`config.mk`:
```
export PLATFORM = sky130hd
export DESIGN_NAME = neighbor_halo_link
export DESIGN_NICKNAME = d
export VERILOG_FILES = /design/src/rtl/neighbor_halo_link.sv
export SDC_FILE = /design/constraint.sdc
export NUM_CORES = 1
export LEC_CHECK = 0
export CAP_MARGIN = 25
export CELL_PAD_IN_SITES_DETAIL_PLACEMENT = 0
export CELL_PAD_IN_SITES_GLOBAL_PLACEMENT = 1
export CORE_AREA = 2 2 167 169
export DETAILED_ROUTE_END_ITERATION = 10
export DIE_AREA = 0 0 169 171
export GPL_TIMING_DRIVEN = 0
export PLACE_DENSITY = 0.47
export SYNTH_ARGS = -nofsm -noshare
export SYNTH_HDL_FRONTEND = slang
export SYNTH_SLANG_ARGS = --single-unit
```
`constraint.sdc`:
```
create_clock -name clk -period 11 [get_ports clk]
set_input_delay 2.75 -clock clk [delete_from_list [all_inputs] [get_ports clk]]
set_output_delay 2.75 -clock clk [all_outputs]
set_load 0.05 [all_outputs]
```
`src/rtl/neighbor_halo_link.sv`:
```
// Halo-exchange link: FIFO-buffered tile-to-tile stream with ordered end-of-exchange.
// Optional transfer counter enabled by NEIGHBOR_LINK_STATS_EN.
module neighbor_halo_link #(
  parameter int TILE_SIZE   = 128,
  parameter int FIFO_DEPTH  = 8,
  parameter int STATS_WIDTH = 16
) (
  input  logic                         clk,
  input  logic                         reset_n,
  input  logic [7:0]                   src_value,
  input  logic [$clog2(TILE_SIZE)-1:0] src_row,
  input  logic [$clog2(TILE_SIZE)-1:0] src_column,
  input  logic                         src_write_enable,
  input  logic                         src_exchange_done,
  output logic                         src_ready,
  input  logic                         dst_clear_to_send,
  output logic [7:0]                   dst_value,
  output logic [$clog2(TILE_SIZE)-1:0] dst_row,
  output logic [$clog2(TILE_SIZE)-1:0] dst_column,
  output logic                         dst_write_enable,
  output logic                         dst_exchange_done,
  input  logic                         cycle_done,
  output logic                         overflow
`ifdef NEIGHBOR_LINK_STATS_EN
  ,
  output logic [STATS_WIDTH-1:0]       transfer_count
`endif
);

  localparam int CW   = $clog2(TILE_SIZE);
  localparam int PW   = $clog2(FIFO_DEPTH);
  localparam int CNTW = PW + 1;
  localparam int EW   = 8 + 2 * CW;
  localparam logic [CNTW-1:0] DEPTH_C = CNTW'(FIFO_DEPTH);

  if (FIFO_DEPTH < 2 || (FIFO_DEPTH & (FIFO_DEPTH - 1)) != 0
      || STATS_WIDTH < 1) begin : g_bad_param
    $error("neighbor_halo_link: bad parameter");
  end

  typedef enum logic [1:0] {
    STREAM = 2'd0,
    DRAIN  = 2'd1,
    DONE   = 2'd2
  } state_t;

  state_t          state_q, state_d;
  logic [CNTW-1:0] count_q, count_d;
  logic [PW-1:0]   wptr_q, wptr_d;
  logic [PW-1:0]   rptr_q, rptr_d;
  logic [EW-1:0]   mem_q [FIFO_DEPTH];
  logic [7:0]      val_q, val_d;
  logic [CW-1:0]   row_q, row_d;
  logic [CW-1:0]   col_q, col_d;
  logic            we_q, we_d;
  logic            ovf_q, ovf_d;
  logic            push, pop;
  logic [EW-1:0]   head;

  assign src_ready = (state_q == STREAM) && (count_q < DEPTH_C);
  assign push      = src_write_enable && src_ready;
  assign pop       = (count_q != '0) && dst_clear_to_send;
  assign head      = mem_q[rptr_q];

  always_comb begin
    state_d = state_q;
    count_d = count_q;
    wptr_d  = wptr_q;
    rptr_d  = rptr_q;
    val_d   = val_q;
    row_d   = row_q;
    col_d   = col_q;
    we_d    = pop;
    ovf_d   = ovf_q | (src_write_enable & ~src_ready);
    unique case (state_q)
      STREAM:  if (src_exchange_done) state_d = DRAIN;
      DRAIN:   if (count_q == '0) state_d = DONE;
      DONE:    state_d = DONE;
      default: state_d = STREAM;
    endcase
    if (push) wptr_d = wptr_q + 1'b1;
    if (pop) begin
      rptr_d = rptr_q + 1'b1;
      {val_d, row_d, col_d} = head;
    end
    unique case ({push, pop})
      2'b10:   count_d = count_q + 1'b1;
      2'b01:   count_d = count_q - 1'b1;
      default: count_d = count_q;
    endcase
    // Layer rearm wins over everything; delivered data regs keep last value
    if (cycle_done) begin
      state_d = STREAM;
      count_d = '0;
      wptr_d  = '0;
      rptr_d  = '0;
      we_d    = 1'b0;
      ovf_d   = 1'b0;
      val_d   = val_q;
      row_d   = row_q;
      col_d   = col_q;
    end
  end

  always_ff @(posedge clk) begin
    if (!reset_n) begin
      state_q <= STREAM;
      count_q <= '0;
      wptr_q  <= '0;
      rptr_q  <= '0;
      val_q   <= '0;
      row_q   <= '0;
      col_q   <= '0;
      we_q    <= 1'b0;
      ovf_q   <= 1'b0;
    end else begin
      state_q <= state_d;
      count_q <= count_d;
      wptr_q  <= wptr_d;
      rptr_q  <= rptr_d;
      val_q   <= val_d;
      row_q   <= row_d;
      col_q   <= col_d;
      we_q    <= we_d;
      ovf_q   <= ovf_d;
    end
  end

  always_ff @(posedge clk) begin
    if (push && !cycle_done && reset_n)
      mem_q[wptr_q] <= {src_value, src_row, src_column};
  end

  assign dst_value         = val_q;
  assign dst_row           = row_q;
  assign dst_column        = col_q;
  assign dst_write_enable  = we_q;
  assign dst_exchange_done = (state_q == DONE);
  assign overflow          = ovf_q;

`ifdef NEIGHBOR_LINK_STATS_EN
  logic [STATS_WIDTH-1:0] tc_q, tc_d;

  always_comb begin
    tc_d = tc_q;
    if (we_q && (tc_q != '1)) tc_d = tc_q + 1'b1;
  end

  always_ff @(posedge clk) begin
    if (!reset_n) tc_q <= '0;
    else          tc_q <= tc_d;
  end

  assign transfer_count = tc_q;
`endif

endmodule

```
Yosys cells after proc, flatten, opt, wreduce, memory -nomap -nowiden:

Memory sizes are Yosys's and may differ from the RTL's. A register that Yosys moved wholly into a read port is not among the register bits.
Index checks and enable logic that the tools add are counted.

* register bits after elaboration: 14
* bits in latches: 0
* memory bits (writable): 176
* ROM bits: 0
* bits of input ports: 28
* output and inout port bits: 26
* logic and storage cells: 43
* memories kept: 1

* add/subtract/negate cells: 4
* $mul: 0
* divide/modulo/power cells: 0
* magnitude comparators: 1
* equality and inequality tests: 6
* shifts and indexed selects: 0
* multiplexer cells: 6
* bitwise logic cells: 5
* reductions and logical operators: 14

Memories
* mem_q: depth 8, width 22, read ports 1, clocked after memory_dff 1, write ports 1, line 51 `logic [EW-1:0] mem_q [FIFO_DEPTH];`

Operator list (number)
* case mux 4 bit (2 select lines): 1
* adder 3 x 1 -> 3 bit (second input constant): 2
* case mux 2 bit (3 select lines): 1
* logical AND 1 bit: 5
* adder 4 x 1 -> 4 bit (second input constant): 1
* equality test 2 x 1 -> 1 bit (second input constant): 2
* equality test 2 bit (second input constant): 2
* zero test 4 bit: 1
* less-than comparator 4 bit (second input constant): 1
* two-way mux 2 bit: 2
* != test 2 bit (second input constant): 2
* AND reduction 2 bit: 2
* nonzero test 4 bit: 1
* subtractor 4 x 1 -> 4 bit (second input constant): 1
* inverter 1 bit: 3
* zero test 1 bit: 2
* zero test 2 bit: 1
* two-way mux 1 bit: 2
* nonzero test 2 bit: 1
* OR reduction 2 bit: 1
* bitwise AND 1 bit: 1
* OR 1 bit: 1

Logic depth before layout (Yosys ltp):

* depth in word-level cells: 7
* mapped depth: 10
* depth with buffers taken out: 10

Least setup slack after synthesis:

Ideal clock, no wire load.

* path type: input-to-reg
* start point: in cycle_done
* end point: mem mem_q[0][0] (netlist bit) (enable)
* setup time: 429 ps
* arrival time: 4977 ps
* required time: 10571 ps
* setup slack: 5595 ps
* cell stages on the path: 4
* path buffers: 1
* cells stage by stage: nand2b_1 > clkbuf_1 > or3_1 > nor3_1

* longest elaborated chain between the ends: 5

Ends and longest elaborated chain
* start: declaration: line 22 `input logic cycle_done,`
* zero test 1 bit: line 130 `if (push && !cycle_done && reset_n)`
* logical AND 1 bit (2 in series): line 130
* two-way mux 1 bit: line 130
* two-way mux 1 bit (not written as such): line 131 `mem_q[wptr_q] <= {src_value, src_row, src_column};`
* end: declaration: line 51

Every way passes these cells.

Worst setup path after layout:

Ends and elaborated chain as after synthesis.

==> results.txt <==
post-CTS setup buffer count - 0
met1 global-route usage - 0.160
status - finished clean
Buf/Inv on CP - 4
Worst path most repeated cell - buf_6
Finished Core Util - 0.365
post-CTS sizing - 0
Diodes inserted - 0
Area contributors post-synth - edfxtp_1 (66%), dfxtp_1 (9.0%), mux4_2 (9.0%), mux4_1 (2.9%), nand2_1 (2.2%)
post-layout minimum cycle time - 5.02 ns
drc violations - 0
I/O pins - 54
vias in the first global route - 4367
Tcrit/Tclk final - 0.456
first-pass GRT wire length - 26700 um
Top FF cell, synth - edfxtp_1
reg2reg start - state_q[0]
detailed placement HPWL - 10700 um
Power, Total - 1.73 mW
Max Cap Violations - 0
antenna violations before repair - 1
worst hold path class - reg2reg
post-synth cell types - 36
sequential area share after synthesis - 0.747
worst path required time - 11.22 ns
Synth Area per Inst - 19.1 um2
Rel. slew slack - 0.409
Routed Antenna Nets - 0
CP max FO - 9
yosys warns - 0
Post-synth EDFFs - 176
H-tree levels - 1
GR Util All Layers - 0.126
CTS Root Cell - clkbuf_16
RSZ-0062 raised after global routing - false
reg2reg path depth - 7
Syn Nets - 457
Hold Path Depth - 2
WS Path Type - in2reg
Worst Max-Slew Pin Slew - 0.884 ns
synthesized instance count - 420
Die ar. - 28900 um2
die extent in x - 169 um
share of cells above drive strength 1 - 0.200
worst-skew pair later-pin latency - 0.52 ns
final instance area - 9960 um2
hold path endpoint - dst_value[2]
#FFs+latches synth - 212
Row Count - 61
worst vdd ir - 0.0000730 V
pin count of the biggest net entering global routing - 23
CP arrival - 5.24 ns
total CTS buffers - 24
Vias/cell - 4.62
Placed Area - 9190 um2
fmax - 199 MHz
post-synthesis cell area - 8040 um2
hold buffer count at CTS - 0
CP max stage cell - nor3_2
busiest layer in global routing - met2
area of the core - 27300 um2
CTS clock-pin slew for the worst setup and hold paths - 0.06 ns
Overflow after GRT - 0
Layout Nets - 543
reg2reg end - mem_q[0][0]
Synth area leader - edfxtp_1
R2R setup slack - 8.12 ns
fraction of registers with async set/reset - 0
Port Buffers - 53
CTS tree - built
Final Wtd Congestion - 0.667
worst hold margin - 0.437 ns
crit-path leading delay family - simple AND/OR/NAND/NOR gates
PwrDens - 174 nW/um2
Final Hold Vio Count - 0
Via Count - 4018
Startpoint Class - primary input
Starting Density - 0.294
First-pass DRT Iterations - 4
setup tns final - 0 ns
clock sinks - 212
Clock Skews - 0.0191 ns
worst stage delay on the critical path - 0.70 ns
Bufs on Longest Clock Path - 3
M3 GR Usage - 0.0229
critical path cell sequence - clkdlybuf4s50_1, nand2b_1, clkbuf_1, or3_1, nor3_2, buf_6, buf_6
Final Slew Violations - 0
Finish-stage setup viols - 0
mean routed wirelength per cell - 20.3 um
worst hold path startpoint - dst_value[2]
post-detailed-routing wire length - 17600 um
Die Ht - 171 um
DRT iter0 DRCs - 218
area grow syn2layout - 23.9%
CP endpoint kind - flip-flop
Leakage Power - 3.24 nW
post-synth top area share - 0.657
GR Util met2 - 0.224
how the worst max path moves through the flow:
stage	startpoint	end	slack, ns	depth (start not counted)
4_1_cts	cycle_done	mem_q[0][12]	5.94	7
6_report	cycle_done	mem_q[0][0]	5.98	7
3_5_place_dp	cycle_done	mem_q[0][18]	5.40	7
2_1_floorplan	cycle_done	mem_q[0][0]	5.59	4
5_1_grt	cycle_done	mem_q[0][12]	5.82	7
3_3_place_gp	cycle_done	mem_q[4][18]	3.16	6
cell families (layout without fill, tap and decap cells):
logic type | count (synthesis) | after routing | synth area share
xor+xnor | 7 | 7 | 0.00762
buf+inv | 27 | 131 | 0.0184
simple gates | 81 | 81 | 0.0442
fa+ha+maj | 9 | 9 | 0.0140
mux | 48 | 48 | 0.133
flops | 212 | 212 | 0.747
compound gates | 36 | 36 | 0.0358
report_power, final:
part	internal, mW	switching, mW
registers	0.876	0.00398
logic	0.0313	0.0436
clock network	0.462	0.313
Yosys cell counts (3+ instances only):
master	count
a22oi_2	3
clkbuf_1	5
o21ai_0	4
nand2_1	47
mux4_4	3
edfxtp_1	176
mux4_1	9
dfxtp_1	36
buf_6	4
buf_2	6
nand2b_1	5
mux2i_1	4
or3_1	3
nor2_1	17
a22oi_1	18
xor2_1	5
ha_1	9
mux4_2	32
a21oi_1	5
inv_1	8
cell usage in the layout, fill, tap and decap left out, types with 2 or more instances in the layout:
master | synthesis | final
a21oi_1 | 5 | 5
a22oi_1 | 18 | 18
a22oi_2 | 3 | 3
buf_16 | 0 | 3
buf_2 | 6 | 6
buf_4 | 2 | 2
buf_6 | 4 | 8
clkbuf_1 | 5 | 13
clkbuf_16 | 0 | 24
clkbuf_8 | 0 | 5
clkdlybuf4s50_1 | 0 | 53
clkinv_2 | 0 | 3
clkinvlp_4 | 0 | 2
dfxtp_1 | 36 | 36
edfxtp_1 | 176 | 176
ha_1 | 9 | 9
inv_1 | 8 | 8
mux2i_1 | 4 | 4
mux4_1 | 9 | 9
mux4_2 | 32 | 32
mux4_4 | 3 | 3
nand2_1 | 47 | 47
nand2b_1 | 5 | 5
nand3b_1 | 2 | 2
nor2_1 | 17 | 11
nor2_4 | 0 | 6
nor3_2 | 2 | 4
o21ai_0 | 4 | 4
or3_1 | 3 | 3
xnor2_1 | 2 | 2
xor2_1 | 5 | 5
sequential cells by signal (all words and copies together) (netlist names):
signal,flops
rptr_q,3
dst_column,7
dst_value,8
count_q,4
dst_row,7
dst_write_enable,1
state_q,2
wptr_q,3
overflow,1
mem_q,176
layout make-up:
class | instances | area [um2]
Buffer | 19 | 118
Clock buffer | 37 | 699
Clock inverter | 7 | 76.3
Fill cell | 2561 | 17400
Inverter | 8 | 30.0
Multi-Input combinational cell | 181 | 1940
Sequential cell | 212 | 6010
Tap cell | 346 | 433
Timing Repair Buffer | 60 | 658
per-stage QoR:
step	setup slack [ns]	std cells
2_1_floorplan	5.59	420
3_3_place_gp	3.16	819
3_5_place_dp	5.40	826
4_1_cts	5.94	870
5_1_grt	5.82	870
6_report	5.98	870
worst reg2reg max path: stages (launching register included):
cell	delay, ns
dfxtp_1	0.33
inv_1	0.10
ha_1	0.19
nand3b_1	0.26
or3_1	0.59
nor3_2	0.70
buf_6	0.25
buf_6	0.18
per-layer routing:
metal  wire [um]  vias up
li1            -     1845
met1        7790     2064
met2        8790       77
met3         745       30
met4         304        2
met5          13        -
Note: power is estimated with default switching activity, not from simulation.
